===== config.mk =====
export PLATFORM = sky130hd
export DESIGN_NAME = decoder_2to4
export DESIGN_NICKNAME = d
export VERILOG_FILES = /design/src/rtl/decoder_2to4.sv
export SDC_FILE = /design/constraint.sdc
export NUM_CORES = 1
export LEC_CHECK = 0
export ABC_AREA = 1
export BUFFER_PORTS_ARGS = -buffer_cell sky130_fd_sc_hd__buf_2
export CAP_MARGIN = 20
export CORE_AREA = 2 2 39 41
export CTS_CLUSTER_SIZE = 24
export DETAILED_ROUTE_END_ITERATION = 10
export DIE_AREA = 0 0 41 43
export GPL_ROUTABILITY_DRIVEN = 0
export SLEW_MARGIN = 20
export SYNTH_ARGS = -nofsm -noshare
export SYNTH_HDL_FRONTEND = slang
export SYNTH_SLANG_ARGS = --single-unit

===== constraint.sdc =====
create_clock -name clk -period 0.8 [get_ports clk]
set_input_delay 0.12 -clock clk [delete_from_list [all_inputs] [get_ports clk]]
set_output_delay 0.12 -clock clk [all_outputs]
set_load 0.005 [all_outputs]

===== src/rtl/decoder_2to4.sv =====
// decoder_2to4
//   Registered binary-to-one-hot line decoder. The select code `a` is sampled
//   on an enabled rising edge and exactly one line of `d` is driven active.
//   The output is registered, so downstream logic sees a glitch-free word.
//
// Parameters
//   IN_W        select width; output width is 2**IN_W
//   ACTIVE_LOW  0: selected line is 1, others 0
//               1: selected line is 0, others 1
//
// Ports
//   clk      rising-edge clock
//   rst      synchronous reset, active high
//   en       decode enable; `a` is sampled only when high
//   a        binary select code
//   d        registered decoded lines
//   d_valid  high for the cycle in which `d` holds a freshly decoded value
module decoder_2to4 #(
  parameter int IN_W       = 2,
  parameter bit ACTIVE_LOW = 1'b0
) (
  input  logic                 clk,
  input  logic                 rst,
  input  logic                 en,
  input  logic [IN_W-1:0]      a,
  output logic [2**IN_W-1:0]   d,
  output logic                 d_valid
);

  localparam int OUT_W = 2**IN_W;

  // Inactive word; XOR-ing the active-high one-hot with it yields the
  // active-low form when ACTIVE_LOW is set.
  localparam logic [OUT_W-1:0] IDLE_WORD = {OUT_W{ACTIVE_LOW}};

  logic [OUT_W-1:0] one_hot;
  logic [OUT_W-1:0] decoded;

  always_comb begin
    one_hot = '0;
    for (int i = 0; i < OUT_W; i++) begin
      if (a == IN_W'(i)) begin
        one_hot[i] = 1'b1;
      end
    end
  end

  assign decoded = one_hot ^ IDLE_WORD;

  always_ff @(posedge clk) begin
    if (rst) begin
      d       <= IDLE_WORD;
      d_valid <= 1'b0;
    end else if (en) begin
      d       <= decoded;
      d_valid <= 1'b1;
    end else begin
      // d holds its last decoded word; only the valid flag drops.
      d_valid <= 1'b0;
    end
  end

endmodule


Word level (Yosys, flattened, before mapping)

Cells that the tools add are included.

Bits in registers: 5
Bits of input ports: 5
Output and inout bits: 5
Logic and storage cells: 11

Equality and inequality tests: 3
Muxes and demuxes: 5
Reductions and logical operators: 1

Operators with widths:

| operator                                             | count |
|---|---|
| two-way mux 1 bit                                    | 5 |
| equality test 2 bit (second input constant)          | 2 |
| equality test 2 x 1 -> 1 bit (second input constant) | 1 |
| zero test 2 bit                                      | 1 |

Longest topological paths before layout

Depth in word-level cells: 2
Mapped depth: 3
Depth with buffers taken out: 3

Least setup slack after synthesis

OpenSTA, ideal clock, no wires.

Path type: reg-to-reg
Start: register, netlist name d[0]
End: register d[0]
Setup time: 0.070 ns
Arrival: 0.481 ns
Slack: 0.249 ns
Stages on the path, launching flop included: 3
Path buffers: 0
Period minus slack after synthesis: 0.551 ns
Cells stage by stage: dfxtp_1 -> nand2_1 -> a21oi_1

RTL lines:

| what                 | RTL line | source |
|---|---|---|
| to (signal assigned) | 55       | `d <= decoded;` |
| to (decl)            | 26       | `output logic [2**IN_W-1:0] d,` |

Worst setup path in the final report

Start: register d[0]
End: output d[0]

No word-level cell between the ends.

==> impl_metrics.py <==
metrics = {
    "clock_tree": {
        "sink_count": 5,
        "cts_hold_buffers": 0,
        "cts_made_buffers": 3,
        "clock_path_buffers": 2,
        "cts_tree": "yes",
        "post_cts_buffers": 0,
        "clock_insertion_delay_worst_skew_ns": 0.24,
        "cts.htree.levels": 1,
        "cts_resized": 1,
        "clock_pin_slew_of_the_registers_on_the_worst_case_setup_and_hold_paths_ns": 0.04,
        "cts-root-buf": "sky130_fd_sc_hd__clkbuf_4",
    },
    "power_and_ir_drop": {
        "cellPowerDensity_nw_per_um2": 2120,
        "ir_worst_vdd_mv": 0.644,
        "power_leakage_uw": 0.000132,
        "p_total_uw": 598,
    },
    "critical_path": {
        "critical_path_class": "register to primary output",
        "reg2reg_to": "d[1]$_SDFFE_PP0P_",
        "crit_arrival_ns": 0.66,
        "worstPathRequired_ns": 0.68,
        "timing.rr.start": "d[1]$_SDFFE_PP0P_",
        "timing.critical_path.cells": "buf_2",
        "timing.critical_path.from": "d[0]$_SDFFE_PP0P_",
        "slowest_stage": "sky130_fd_sc_hd__dfxtp_2",
        "path_buf_inv": 1,
        "reg2reg_slack_ns": 0.23,
        "crit_fanout": 2,
        "worst-path-stages": 1,
        "critPathMaxStageDelay_ns": 0.31,
        "ff2ff_path_depth": 2,
        "endpoint_kind": "primary output",
        "worst_setup_path_start_kind": "register",
        "cpLargestDelayFamily": "flip-flops",
    },
    "cells_and_area": {
        "areaGrowthSynthToFinish_pct": 63.0,
        "layout_commonest_cell": "sky130_fd_sc_hd__buf_2",
        "filler_cell_count": 157,
        "drive_gt1_share_pct": 48.6,
        "count_of_non_filler_cells_in_the_finished_layout": 51,
        "final_core_util_pct": 20.3,
        "layout_common_cells": "7 x sky130_fd_sc_hd__buf_2, 5 x sky130_fd_sc_hd__nand2_1, 4 x sky130_fd_sc_hd__a21oi_1, 4 x sky130_fd_sc_hd__dfxtp_2",
        "layout.cell_area.non_filler_um2": 282,
        "antenna-diode-count": 0,
        "area_of_the_multi_input_gates_um2": 61.3,
        "final_nets": 41,
        "layout.area.seq_um2": 105,
    },
    "routing": {
        "routed_vias_inst": 3.55,
        "wire_per_inst_um": 6.94,
        "vias": 181,
        "routed_wl_um": 354,
        "drtPass1Iterations": 1,
        "detail-route-antenna-nets": 0,
        "number_of_drc_violations_after_detailed_routing": 0,
        "first_iter_violations": 0,
    },
    "timing": {
        "finalCriticalPeriod_ns": 0.779,
        "hold_slack_ns": 0.102,
        "hold_viol_final": 0,
        "clock_skew_after_layout_ns": 0,
        "fmaxAchievable_ghz": 1.28,
        "timing_max_transition_violations_final": 0,
        "tightestPinTransition_ns": 0.0981,
        "slew_headroom_pct": 93.5,
        "fin_crit_sh_pct": 97.3,
        "rsz0062_at_grt": "yes",
        "report.final.setup_viol": 0,
    },
    "floorplan": {
        "die_area_um2": 1760,
        "initial_core_util_pct": 12.5,
        "boundaryPins": 10,
        "die_width_um": 41,
        "design.core.area_um2": 1380,
        "placementRows": 14,
        "die_y_um": 43,
    },
    "grt": {
        "grt_pass1_vias": 164,
        "wire_length_of_the_first_global_routing_pass_um": 586,
        "globalRouteOverflowTotal": 0,
        "grt_max_degree": 6,
        "grt_usage_pct": 5.62,
        "antenna_found_initial": 0,
    },
    "logic_synthesis": {
        "post_synth.cell_area_avg_um2": 7.85,
        "synth.net_count": 27,
        "seq_area_frac_synth_pct": 58.0,
        "yosysUniqueCellTypes": 7,
        "mapped_area_um2": 173,
        "synth_warnings": 0,
        "postSynthRegisterBits": 5,
        "synthCells": 22,
    },
    "worst_hold_path": {
        "hold_start": "rst",
        "hold-path-cell-count": 2,
        "timing.hold.worst_endpoint": "d[0]$_SDFFE_PP0P_",
        "min_path_type": "input port to register",
    },
    "run_status": {
        "outcome": "complete, no violations",
    },
    "placed_design": {
        "detailed_place_hpwl_um": 300,
        "number_of_port_buffers": 9,
        "placed_cells_incl_taps": 47,
        "post_dp_cell_area_um2": 238,
    },
    "run": {
        "max_cap_violations": 0,
    },
}
where the power goes:
part           internal (uW)  total, uW  leakage, uW  switching, uW
clock network            188        280    0.0000150           91.8
logic                   25.7       52.0    0.0000745           26.3
registers                262        266    0.0000427           4.35
cells in the mapped netlist, drive strengths merged:
master  instances  share of area [%]
dfxtp           5                 58
nand2           5                 11
a21oi           4                 12
inv             3                6.5
nand3           3                8.7
nor2            2                4.3
cell families (layout without fill, tap and decap cells):
group	count (synthesis)	in the layout	share of synthesized area (%)
AND/OR/NAND/NOR	10	10	23.9
AO/OA/AOI/OAI	4	4	11.6
buffers and inverters	3	16	6.52
flip-flops	5	5	58.0
final cells by class:
class	count	share of cell area, %
Multi-Input combinational cell	14	21.8
Tap cell	16	7.11
Inverter	3	4.00
Timing Repair Buffer	9	20.4
Clock buffer	4	9.33
Sequential cell	5	37.3
per-stage QoR:
stage               setup TNS, ns  setup WS, ns
detailed placement              0         0.204
global placement                0         0.214
finish                          0        0.0214
CTS                             0       0.00368
floorplan                       0         0.249
global route              -0.0323       -0.0120
registers in the layout, indices dropped and copies added (netlist names):
| register | count |
|---|---|
| d_valid | 1 |
| d | 4 |
how the worst max path moves through the flow:
stage	to	slack, ns
after detailed placement	d[2]$_SDFFE_PP0P_	0.20
after floorplan	d[0]$_SDFFE_PP0P_	0.25
after global placement	d[2]$_SDFFE_PP0P_	0.21
after CTS	d[3]	0.004
after global routing	d[3]	-0.01
final	d[0]	0.02
per-layer routing:
metal,GRT usage [%],vias to the layer above,wire length [um]
li1,-,95,-
met1,5.13,81,143
met2,6.88,5,174
met3,7.85,0,37
met4,2.00,0,0
met5,0,-,0
Power figures use the tool's default switching activity.
